===== src/rtl/tlb_pkg.sv =====
// tlb_pkg: shared TLB geometry, field widths and packed entry layout.
package tlb_pkg;
  localparam int TLBNUM = 16;
  localparam int IDXW = $clog2(TLBNUM);
  localparam int VPN2W = 19;
  localparam int ASIDW = 8;
  localparam int PFNW = 20;
  localparam int CW = 3;
  typedef struct packed {
    logic [PFNW-1:0] pfn;
    logic [CW-1:0] c;
    logic d;
    logic v;
  } page_t;
  typedef struct packed {
    logic [VPN2W-1:0] vpn2;
    logic [ASIDW-1:0] asid;
    logic g;
    page_t p0;
    page_t p1;
  } entry_t;
endpackage


===== src/rtl/tlb_search_port.sv =====
// tlb_search_port: associative match of one query against all entries, lowest hit wins.
module tlb_search_port
  import tlb_pkg::*;
(
  input  logic [TLBNUM-1:0][VPN2W-1:0] vpn2_i,
  input  logic [TLBNUM-1:0][ASIDW-1:0] asid_i,
  input  logic [TLBNUM-1:0]            g_i,
  input  logic [VPN2W-1:0]             q_vpn2_i,
  input  logic [ASIDW-1:0]             q_asid_i,
  output logic [TLBNUM-1:0]            match_o,
  output logic                         found_o,
  output logic [IDXW-1:0]              index_o
);
  always_comb begin
    match_o = '0;
    index_o = '0;
    for (int i = TLBNUM - 1; i >= 0; i--) begin
      match_o[i] = (vpn2_i[i] == q_vpn2_i) && (g_i[i] || asid_i[i] == q_asid_i);
      if (match_o[i]) index_o = i[IDXW-1:0];
    end
  end
  assign found_o = |match_o;
endmodule


===== src/rtl/tlb.sv =====
// tlb: 16-entry fully associative MIPS32 TLB with two search ports, one write and one read port.
module tlb
  import tlb_pkg::*;
(
  input  logic             clk,
  input  logic             resetn,
  input  logic [VPN2W-1:0] s0_vpn2,
  input  logic             s0_odd_page,
  input  logic [ASIDW-1:0] s0_asid,
  output logic             s0_found,
  output logic [IDXW-1:0]  s0_index,
  output logic [PFNW-1:0]  s0_pfn,
  output logic [CW-1:0]    s0_c,
  output logic             s0_d,
  output logic             s0_v,
  input  logic [VPN2W-1:0] s1_vpn2,
  input  logic             s1_odd_page,
  input  logic [ASIDW-1:0] s1_asid,
  output logic             s1_found,
  output logic [IDXW-1:0]  s1_index,
  output logic [PFNW-1:0]  s1_pfn,
  output logic [CW-1:0]    s1_c,
  output logic             s1_d,
  output logic             s1_v,
  input  logic             we,
  input  logic [IDXW-1:0]  w_index,
  input  logic [VPN2W-1:0] w_vpn2,
  input  logic [ASIDW-1:0] w_asid,
  input  logic             w_g,
  input  logic [PFNW-1:0]  w_pfn0,
  input  logic [CW-1:0]    w_c0,
  input  logic             w_d0,
  input  logic             w_v0,
  input  logic [PFNW-1:0]  w_pfn1,
  input  logic [CW-1:0]    w_c1,
  input  logic             w_d1,
  input  logic             w_v1,
  input  logic [IDXW-1:0]  r_index,
  output logic [VPN2W-1:0] r_vpn2,
  output logic [ASIDW-1:0] r_asid,
  output logic             r_g,
  output logic [PFNW-1:0]  r_pfn0,
  output logic [CW-1:0]    r_c0,
  output logic             r_d0,
  output logic             r_v0,
  output logic [PFNW-1:0]  r_pfn1,
  output logic [CW-1:0]    r_c1,
  output logic             r_d1,
  output logic             r_v1
);
  logic [TLBNUM-1:0][VPN2W-1:0] vpn2_q;
  logic [TLBNUM-1:0][ASIDW-1:0] asid_q;
  logic [TLBNUM-1:0]            g_q;
  logic [TLBNUM-1:0][PFNW-1:0]  pfn0_q, pfn1_q;
  logic [TLBNUM-1:0][CW-1:0]    c0_q, c1_q;
  logic [TLBNUM-1:0]            d0_q, d1_q, v0_q, v1_q;
  always_ff @(posedge clk or negedge resetn)
    if (!resetn) begin
      vpn2_q <= '0;
      asid_q <= '0;
      g_q    <= '0;
      pfn0_q <= '0;
      c0_q   <= '0;
      d0_q   <= '0;
      v0_q   <= '0;
      pfn1_q <= '0;
      c1_q   <= '0;
      d1_q   <= '0;
      v1_q   <= '0;
    end else if (we) begin
      vpn2_q[w_index] <= w_vpn2;
      asid_q[w_index] <= w_asid;
      g_q[w_index]    <= w_g;
      pfn0_q[w_index] <= w_pfn0;
      c0_q[w_index]   <= w_c0;
      d0_q[w_index]   <= w_d0;
      v0_q[w_index]   <= w_v0;
      pfn1_q[w_index] <= w_pfn1;
      c1_q[w_index]   <= w_c1;
      d1_q[w_index]   <= w_d1;
      v1_q[w_index]   <= w_v1;
    end
  logic [1:0][VPN2W-1:0]  q_vpn2;
  logic [1:0][ASIDW-1:0]  q_asid;
  logic [1:0]             q_odd, found;
  logic [1:0][IDXW-1:0]   idx;
  logic [1:0][TLBNUM-1:0] match;
  page_t [1:0]            pg;
  assign q_vpn2 = {s1_vpn2, s0_vpn2};
  assign q_asid = {s1_asid, s0_asid};
  assign q_odd  = {s1_odd_page, s0_odd_page};
  for (genvar k = 0; k < 2; k++) begin : g_port
    page_t e0, e1;
    tlb_search_port u_sp (
      .vpn2_i  (vpn2_q),
      .asid_i  (asid_q),
      .g_i     (g_q),
      .q_vpn2_i(q_vpn2[k]),
      .q_asid_i(q_asid[k]),
      .match_o (match[k]),
      .found_o (found[k]),
      .index_o (idx[k])
    );
    assign e0 = '{pfn0_q[idx[k]], c0_q[idx[k]], d0_q[idx[k]], v0_q[idx[k]]};
    assign e1 = '{pfn1_q[idx[k]], c1_q[idx[k]], d1_q[idx[k]], v1_q[idx[k]]};
    // a miss leaves idx at 0, so the page fields are forced to zero unless that entry really hit
    assign pg[k] = !match[k][idx[k]] ? '0 : q_odd[k] ? e1 : e0;
  end
  assign s0_found = found[0];
  assign s0_index = idx[0];
  assign {s0_pfn, s0_c, s0_d, s0_v} = pg[0];
  assign s1_found = found[1];
  assign s1_index = idx[1];
  assign {s1_pfn, s1_c, s1_d, s1_v} = pg[1];
  assign {r_vpn2, r_asid, r_g, r_pfn0, r_c0, r_d0, r_v0, r_pfn1, r_c1, r_d1, r_v1} =
    {vpn2_q[r_index], asid_q[r_index], g_q[r_index], pfn0_q[r_index], c0_q[r_index],
     d0_q[r_index], v0_q[r_index], pfn1_q[r_index], c1_q[r_index], d1_q[r_index], v1_q[r_index]};
endmodule


===== config.mk =====
export PLATFORM = sky130hd
export DESIGN_NAME = tlb
export DESIGN_NICKNAME = d
export VERILOG_FILES = /design/src/rtl/tlb_pkg.sv /design/src/rtl/tlb_search_port.sv /design/src/rtl/tlb.sv
export SDC_FILE = /design/constraint.sdc
export NUM_CORES = 2
export LEC_CHECK = 0
export ABC_AREA = 0
export BUFFER_PORTS_ARGS = -buffer_cell sky130_fd_sc_hd__buf_2
export CORE_MARGIN = 2
export CORE_UTILIZATION = 39
export DETAILED_ROUTE_END_ITERATION = 10
export SLEW_MARGIN = 20
export SYNTH_ARGS = -nofsm -noshare
export SYNTH_HDL_FRONTEND = slang
export SYNTH_SLANG_ARGS = --single-unit

===== constraint.sdc =====
create_clock -name clk -period 10.59 [get_ports clk]
set_input_delay 1.059 -clock clk [delete_from_list [all_inputs] [get_ports clk]]
set_output_delay 1.059 -clock clk [all_outputs]
set_load 0.01 [all_outputs]

==> results.sh <==
export IMPL_status="finished clean"
export IMPL_r2r_slack_ns=9.53
export IMPL_yosysMostFrequentCell="mux2_2"
export IMPL_synth_flop_cell="dfrtp_1"
export IMPL_grt_max_degree=174
export IMPL_drt_pass1_iterations=9
export IMPL_crit_type="in2out"
export IMPL_synth_async_reset_ratio_pct=100
export IMPL_layout_drive_gt1_share_pct=35.3
export IMPL_die_width_um=458
export IMPL_cp_data_required_time_ns=9.53
export IMPL_grt_total_usage_pct=30.2
export IMPL_ys_seq_elements=1248
export IMPL_power_net_switching_uw=5780
export IMPL_use_met2_pct=44.8
export IMPL_coreArea_mm2=0.205
export IMPL_holdCritPathClass="in2async"
export IMPL_grt_use_met1_pct=41.2
export IMPL_antenna_found_initial=44
export IMPL_avgViaCountPerCell=6.49
export IMPL_netlist_instances=6697
export IMPL_cts_max_level=4
export IMPL_cp_start_kind="input port"
export IMPL_clock_skew_ns=0
export IMPL_cts_tree="built"
export IMPL_tightest_slew_ns=1.18
export IMPL_worstPathMaxFanout=136
export IMPL_holdWs_ns=0.204
export IMPL_syn_area_per_cell_um2=12.0
export IMPL_clkTransAtPathRegs_ns=0.06
export IMPL_clkPwrFrac_pct=30.7
export IMPL_drt_iter0_drc=6705
export IMPL_grt_overflow=0
export IMPL_finalSetupViolations=0
export IMPL_cts_path_max_buffers=3
export IMPL_dpl_cell_count=9129
export IMPL_min_period_over_period_pct=84.9
export IMPL_grt_pass1_vias=59700
export IMPL_period_minus_slack_ns=8.99
export IMPL_endpoint_kind="output port"
export IMPL_synth_top_area_share_pct=38.9
export IMPL_portBuffers=282
export IMPL_cts_resized_gates=0
export IMPL_dp_hpwl_um=208000
export IMPL_placementRows=166
export IMPL_relSlewSlack_pct=21.5
export IMPL_die_h_um=458
export IMPL_cts_sinks=1248
export IMPL_hold_buffers=0
export IMPL_areaGrowthSynthToFinish_pct=9.85
export IMPL_ys_top_cells_by_count="mux2_2 (1,301), dfrtp_1 (1,248), xor2_1 (768)"
export IMPL_start_util_pct=39.3
export IMPL_grt_pass1_wl_um=460000
export IMPL_critPathArrivalTime_ns=7.93
export IMPL_vias=61100
export IMPL_rsz0062_at_grt="false"
export IMPL_fillers=18800
export IMPL_synth_edf_count=0
export IMPL_seq_power_share_pct=43.6
export IMPL_cts_setup_buffers=0
export IMPL_top_usage_layer="met2"
export IMPL_power_leakage_uw=0.0374
export IMPL_drc=0
export IMPL_p_int_uw=11300
export IMPL_cts_buffers=146
export IMPL_p_per_area_mw_per_mm2=193
export IMPL_combPwrFrac_pct=25.6
export IMPL_fmax_mhz=111
export IMPL_vdd_drop_max_mv=0.144
export IMPL_synth_nets=6842
export IMPL_seq_area_frac_synth_pct=38.9
export IMPL_maxCapViolations=0
export IMPL_fin_nets=6735
export IMPL_synth_area_mm2=0.0803
export IMPL_yosysTopAreaCell="dfrtp_1"
export IMPL_dieArea_mm2=0.210
export IMPL_wl_per_cell_um=34.3
export IMPL_cts_root_buf="clkbuf_16"
export IMPL_synth_distinct_cells=73
export IMPL_gp_congestion=0.950
export IMPL_ios=283
export IMPL_ys_warn_count=0
export IMPL_grt_use_met3_pct=6.74
export IMPL_timing_setup_tns_ns=0
export IMPL_wirelength_um=323000
export IMPL_switching_share_pct=33.9
export IMPL_final_max_slew_viol_count=0
export IMPL_insertion_delay_ns=0.82
export IMPL_synth_area_top_cells="dfrtp_1 (39%), mux2_2 (18%), mux4_2 (11%)"
export IMPL_fin_util_pct=43.1
export IMPL_finalNonFillerCells=9417
export IMPL_hold_viol=0
export IMPL_ant_nets=0
cells in the final DEF, fill, tap and decap left out, types with 45 or more instances in the layout:
cell | synthesis | layout
a21oi_1 | 160 | 160
a221oi_1 | 48 | 48
a22oi_1 | 47 | 47
a31oi_1 | 49 | 49
buf_2 | 118 | 277
buf_4 | 44 | 89
clkbuf_16 | 0 | 150
dfrtp_1 | 1248 | 1248
mux2_2 | 1301 | 1301
mux2i_1 | 522 | 522
mux4_2 | 391 | 391
nand2_1 | 271 | 265
nand3_1 | 87 | 85
nor2_1 | 306 | 294
nor3_1 | 45 | 45
nor4_1 | 272 | 271
o21ai_0 | 45 | 45
o22ai_1 | 72 | 72
o311ai_1 | 46 | 46
xnor2_1 | 96 | 96
xor2_1 | 768 | 768
worst max-delay path: stages:
cell and delay (ns):
buf_2 0.50, xor2_1 0.29, nor4_1 0.88, nand4_1 0.31
or3_1 0.52, a31oi_1 0.25, o21a_4 0.60, clkinv_16 0.48
buf_4 0.52, mux2i_1 0.18, a32o_1 0.25, a311oi_1 0.52
o21ai_0 0.19, a2111oi_2 0.85, buf_2 0.29
power by group through the flow:
stage | sequential (µW) | clock (µW) | combinational (µW)
after detailed placement | 7440 | 0 | 4300
after floorplan | 6850 | 0 | 3140
final | 7430 | 5240 | 4370
after global routing | 7560 | 5500 | 4650
after global placement | 7390 | 0 | 4230
after CTS | 7360 | 5320 | 4330
flip-flops by register name, summed over array words and instances, names as in the netlist:
register	flops
pfn1_q	320
pfn0_q	320
v0_q	16
c1_q	48
asid_q	128
vpn2_q	304
c0_q	48
d1_q	16
g_q	16
v1_q	16
d0_q	16
through the flow:
stage | power (µW) | setup WS [ns] | cell area [µm²]
finish | 17000 | 1.60 | 88200
global route | 17700 | 2.00 | 88200
CTS | 17000 | 2.26 | 88100
detailed placement | 11700 | 2.25 | 83300
global placement | 11600 | 1.78 | 83200
floorplan | 9980 | 5.28 | 80300
path summary, 6_finish.rpt:
path,startpoint,end,cells past startpoint
setup / recovery,s0_vpn2[5],s0_v,15
setup reg to reg,vpn2_q[162],vpn2_q[162],1
min in group clk,pfn1_q[243],pfn1_q[243],1
max in group asynchronous,resetn,pfn0_q[25],4
hold reg to reg,pfn1_q[243],pfn1_q[243],1
hold / removal,resetn,vpn2_q[55],1
kinds of logic (layout without fill, tap and decap cells):
logic type	after synthesis	after routing	share of synthesized area (%)
AND/OR/NAND/NOR	1103	1103	6.63
multiplexers	2214	2214	35.7
AO/OA/AOI/OAI	612	612	5.34
flip-flops	1248	1248	38.9
XOR/XNOR	864	864	9.42
buffers and inverters	656	666	4.00
other	0	22	0
final cells by class:
| cell class | count | area (µm²) | share of cell area, % |
|---|---|---|---|
| antenna | 22 | 55.1 | 0.0624 |
| clock buffer | 208 | 4210 | 4.77 |
| clock inverter | 57 | 664 | 0.753 |
| inverter | 12 | 73.8 | 0.0837 |
| multi-input combinational | 4793 | 46100 | 52.3 |
| sequential | 1248 | 31200 | 35.4 |
| tap | 2688 | 3360 | 3.81 |
| timing repair buffer | 389 | 2500 | 2.83 |
routing by layer:
metal  vias up  part of all wire, %
met5         -                0.050
met4        24                  5.8
met3       790                  8.8
met2      3395                   44
met1     32200                   41
li1      24800                    -
Power figures use the tool's default switching activity.
